--- src/rtl/uart_tx_arbiter.sv ---
// Round-robin arbiter sharing one UART transmitter among NumReq valid/ready requesters.
// Latency: grant in T, tx_start_o pulse in T+1, WAIT from T+2 until tx_done_tick_i.
// Backpressure: req_ready_o only in IDLE; optional watchdog under UART_TX_ARB_TIMEOUT_EN.
module uart_tx_arbiter #(
  parameter int NumReq        = 4,
  parameter int WordLength    = 8,
  parameter int TimeoutCycles = 200_000
) (
  input  logic                         clk_i,
  input  logic                         rst_ni,
  input  logic [NumReq-1:0]            req_valid_i,
  input  logic [NumReq*WordLength-1:0] req_data_i,
  output logic [NumReq-1:0]            req_ready_o,
  output logic [WordLength-1:0]        tx_din_o,
  output logic                         tx_start_o,
  input  logic                         tx_done_tick_i,
  output logic [$clog2(NumReq)-1:0]    grant_id_o,
  output logic                         busy_o,
  output logic                         timeout_o
);

  localparam int IdW = $clog2(NumReq);
  localparam logic [NumReq-1:0] OneHot0 = NumReq'(1);

  if (NumReq < 2 || NumReq > 16) begin : g_bad_num_req
    $error("uart_tx_arbiter: NumReq must be in 2..16");
  end
  if (TimeoutCycles < 2) begin : g_bad_timeout
    $error("uart_tx_arbiter: TimeoutCycles must be at least 2");
  end

  typedef enum logic [1:0] {ST_IDLE, ST_START, ST_WAIT} state_t;

  state_t                state;
  logic                  any_vld;
  logic [IdW-1:0]        winner;
  logic [IdW-1:0]        cand;
  logic [WordLength-1:0] req_data [NumReq];

  for (genvar i = 0; i < NumReq; i++) begin : g_unpack
    assign req_data[i] = req_data_i[i*WordLength +: WordLength];
  end

  // grant_id_o doubles as the round-robin pointer: search starts just after it
  always_comb begin
    any_vld = 1'b0;
    winner  = grant_id_o;
    cand    = '0;
    for (int k = 1; k <= NumReq; k++) begin
      cand = IdW'((int'(grant_id_o) + k) % NumReq);
      if (!any_vld && req_valid_i[cand]) begin
        any_vld = 1'b1;
        winner  = cand;
      end
    end
  end

  assign req_ready_o = (rst_ni && state == ST_IDLE && any_vld) ? (OneHot0 << winner) : '0;

`ifdef UART_TX_ARB_TIMEOUT_EN
  logic [31:0] wd_cnt;
  logic        timeout_q;
  assign timeout_o = timeout_q;
`else
  assign timeout_o = 1'b0;
`endif

  always_ff @(posedge clk_i or negedge rst_ni) begin
    if (!rst_ni) begin
      state      <= ST_IDLE;
      tx_din_o   <= '0;
      tx_start_o <= 1'b0;
      grant_id_o <= IdW'(NumReq - 1);
      busy_o     <= 1'b0;
`ifdef UART_TX_ARB_TIMEOUT_EN
      wd_cnt     <= '0;
      timeout_q  <= 1'b0;
`endif
    end else begin
      tx_start_o <= 1'b0;
`ifdef UART_TX_ARB_TIMEOUT_EN
      timeout_q  <= 1'b0;
`endif
      case (state)
        ST_IDLE: begin
          if (any_vld) begin
            tx_din_o   <= req_data[winner];
            grant_id_o <= winner;
            tx_start_o <= 1'b1;
            busy_o     <= 1'b1;
            state      <= ST_START;
          end
        end
        ST_START: begin
          state <= ST_WAIT;
`ifdef UART_TX_ARB_TIMEOUT_EN
          wd_cnt <= '0;
`endif
        end
        ST_WAIT: begin
          // a done tick on the limit cycle wins over the watchdog
          if (tx_done_tick_i) begin
            state  <= ST_IDLE;
            busy_o <= 1'b0;
          end
`ifdef UART_TX_ARB_TIMEOUT_EN
          else if (wd_cnt == 32'(TimeoutCycles - 1)) begin
            state     <= ST_IDLE;
            busy_o    <= 1'b0;
            timeout_q <= 1'b1;
          end else begin
            wd_cnt <= wd_cnt + 32'd1;
          end
`endif
        end
        default: begin
          state  <= ST_IDLE;
          busy_o <= 1'b0;
        end
      endcase
    end
  end

endmodule

--- config.mk ---
export PLATFORM = sky130hd
export DESIGN_NAME = uart_tx_arbiter
export DESIGN_NICKNAME = d
export VERILOG_FILES = /design/src/rtl/uart_tx_arbiter.sv
export SDC_FILE = /design/constraint.sdc
export NUM_CORES = 1
export LEC_CHECK = 0
export ABC_AREA = 0
export CAP_MARGIN = 30
export CORE_UTILIZATION = 39
export CTS_BUF_LIST = sky130_fd_sc_hd__clkbuf_8 sky130_fd_sc_hd__clkbuf_16
export DETAILED_ROUTE_END_ITERATION = 7
export GPL_TIMING_DRIVEN = 0
export PLACE_DENSITY = 0.84
export SLEW_MARGIN = 20
export SYNTH_ARGS = -nofsm -noshare
export SYNTH_HDL_FRONTEND = slang
export SYNTH_SLANG_ARGS = --single-unit
--- constraint.sdc ---
create_clock -name clk_i -period 1.9 [get_ports clk_i]
set_input_delay 0.285 -clock clk_i [delete_from_list [all_inputs] [get_ports clk_i]]
set_output_delay 0.285 -clock clk_i [all_outputs]
set_load 0.02 [all_outputs]
==> metrics <==
fin crit share=112%; failing checks=negative setup slack; maximum vdd ir drop=1.06 mV; CP max stage delay=roughly 0.57 ns; proportion of layout cells with a drive suffix above 1=between 30% and 40%; Layout area overhead=85.2%; routability-driven placement congestion ratio=slightly above 0.8; antenna fix cells=0; Core ar.=about 2500 um2; Fillers=158; status=finished, violations left; Synth area leaders=dfrtp_1 (29%), mux2i_1 (8.7%), a211o_1 (7.6%); max_slew headroom=45.8%; Required @ worst endpoint=~1.6 ns; Mean Syn Cell Area=between 9 and 10 um2; chip height=between 50 and 60 um; Power Dens Cells=between 1500 and 2000 nW/um2; crit path max-delay cell type=dfstp_2; fmax=~0.47 GHz; via count=about 1300; gr usage total=between 20 and 30%; routed wire length=a little under 4 mm; DRC Markers=0; first-pass GRT wire length=a little under 6 mm; final hold viol count=0; endpoint class of the critical path=output pin; Setup violations, final=9; CTS Hold Bufs=0; Syn Nets=approximately 150; Tmin final=roughly 2.1 ns; post-synth top area share=around 29%; Critical Path, Cell by Cell=nand2b_4 -> buf_12 -> a21oi_4 -> a211oi_4 -> nand3_2 -> nor2_4 -> buf_6; dpl hpwl=between 2 and 2.5 mm; Cell Area, Placed=about 1700 um2; WL per Instance=about 18 um; worst r2r path cells=8; Initial Utilization=about two fifths; total CTS buffers=3; NumNets Final=approximately 230; register area share after synthesis=between 30% and 40%; DIE AREA=approximately 2900 um2; worst-path maximum fanout=5; Synth Register Bits=14; initial antenna violation count=0; setup_tns=-0.946 ns; Post-synth top flop=dfrtp_1; Congestion Overflow GR=0; Post-Syn Instances=115; die width=between 50 and 60 um; unrepaired setup endpoints after global routing=true; final instance area=1920 um2; DRT Pass-1 Iters=4; crit path DAT=roughly 1.9 ns; vias per inst=5.99; DR iter-0 viols=a little over 50; Syn. warnings=0; synthesized cell area=slightly above 1000 um2; worst skew pair latency=0.25 ns; Final Util=between 70% and 80%; slew at the pin closest to its max-slew limit=between 0.8 and 0.9 ns; PortBufs=54; post-route ant nets=0; FF-to-FF Start=grant_id_o[1]; Leak=0.814 nW; number of enable flip-flop cells after synthesis=0; CP Class=reg2out; clk slew on worst S/H paths=approximately 0.060 ns; Max-Cap Viols=0; post-synth cell types=32; cell row count=18; Tightest Hold Check Type=in2async; critical path launch point type=flop; pre-CTS WS=-1.08 ns; clock skew=~0.0067 ns; # IOs=56; pin count of the biggest net entering global routing=17; Longest Clk Path Bufs=2; Total Power=just under 3 mW; largest area contributor in the netlist=dfrtp_1; Setup WS post-layout=-0.231 ns; CTS tree=yes; H-tree Lvls=1; reg-to-reg endpoint=tx_din_o[6]; clk sink count=14; ys async rst share=100%; Pins Over Slew Limit=0; vias in the first global route=approximately 1300; R2R setup slack=-0.04 ns; clk root buf=clkbuf_8
## sequential cells by signal (all words and copies together) (netlist names)
register	count
state	2
grant_id_o	2
busy_o	1
tx_din_o	8
tx_start_o	1
## critical path, delay by kind of cell, from the launching register on
| family | cells | cell delay, ns |
|---|---|---|
| compound gates | 2 | 0.33 |
| buf+inv | 2 | 0.23 |
| flops | 1 | 0.57 |
| simple gates | 3 | 0.48 |
## stage by stage
stage,hold WS (ns),instances
finish,0.237,215
global route,0.276,215
CTS,0.250,213
detailed placement,0.478,199
global placement,0.471,199
floorplan,-0.0106,115
## how the worst max path moves through the flow
stage,depth (start not counted),slack (ns),start,endpoint
2_1_floorplan,6,-0.06,grant_id_o[0],req_ready_o[2]
3_3_place_gp,8,-1.08,req_valid_i[3],req_ready_o[2]
3_5_place_dp,8,-1.08,req_valid_i[2],req_ready_o[2]
4_1_cts,7,-0.24,grant_id_o[0],req_ready_o[3]
5_1_grt,7,-0.31,grant_id_o[0],req_ready_o[3]
6_report,7,-0.23,grant_id_o[0],req_ready_o[2]
## final cells by class
type / count / area (um2) / share of cell area, %
Clock buffer: 4 / 55.1 / 2.87
Tap cell: 30 / 37.5 / 1.95
Sequential cell: 14 / 353 / 18.4
Multi-Input combinational cell: 85 / 719 / 37.5
Inverter: 5 / 18.8 / 0.977
Timing Repair Buffer: 71 / 692 / 36.0
Buffer: 6 / 45.0 / 2.35
## placed cells by master (no fill, tap or decap), types with 2 or more instances in the layout
master,netlist,routed
o31ai_1,8,8
o311ai_1,6,6
nand2_1,13,12
o311ai_2,1,2
nand3_2,0,3
dlygate4sd2_1,0,3
o21ai_0,4,3
buf_6,3,8
clkdlybuf4s50_1,0,45
dfrtp_1,12,12
buf_4,1,15
mux2i_1,9,8
a21oi_4,0,2
clkbuf_1,3,2
inv_1,5,4
nand2b_4,1,2
clkbuf_8,0,4
dfstp_2,2,2
a211o_1,9,9
nor2_4,0,5
nand4_1,8,8
## layer usage
layer / wire, um / GRT usage (%) / part of all wire (%)
met1: 1540 / 35.4 / 40
met2: 1910 / 49.6 / 49
met3: 293 / 5.65 / 7.6
met4: 129 / 15.4 / 3.3
met5: 0 / 0 / 0
## where the power goes
group	leakage (nW)	internal, mW	switching, mW	total [mW]
clock	0.0288	0.184	0.114	0.297
sequential	0.168	0.467	0.124	0.591
combinational	0.617	0.985	1.05	2.03
total	0.814	1.64	1.29	2.92
## cell families (layout without fill, tap and decap cells)
group / count (synthesis) / count (layout) / share of synthesized area, %
multiplexers: 9 / 9 / 8.69
buffers and inverters: 16 / 86 / 8.56
flip-flops: 14 / 14 / 34.0
AND/OR/NAND/NOR: 40 / 40 / 21.2
other: 1 / 1 / 0.362
AO/OA/AOI/OAI: 35 / 35 / 27.1
## timing repair
action                     CTS  global route
pin swaps                   10            10
setup endpoints to repair   12            12
gates resized for setup     46            10
hold endpoints to repair     0             0
buffers inserted            13             5
## cells in the mapped netlist, drive strengths merged (2+ instances only)
| cell type | count |
|---|---|
| nand2 | 13 |
| dfrtp | 12 |
| a211o | 9 |
| mux2i | 9 |
| buf | 8 |
| nand4 | 8 |
| o311ai | 8 |
| o31ai | 8 |
| nor2 | 6 |
| inv | 5 |
| nand3 | 4 |
| o21ai | 4 |
| a21oi | 3 |
| clkbuf | 3 |
| nand2b | 3 |
| dfstp | 2 |
| or2 | 2 |
No activity file was read; power rests on OpenSTA's default activity.
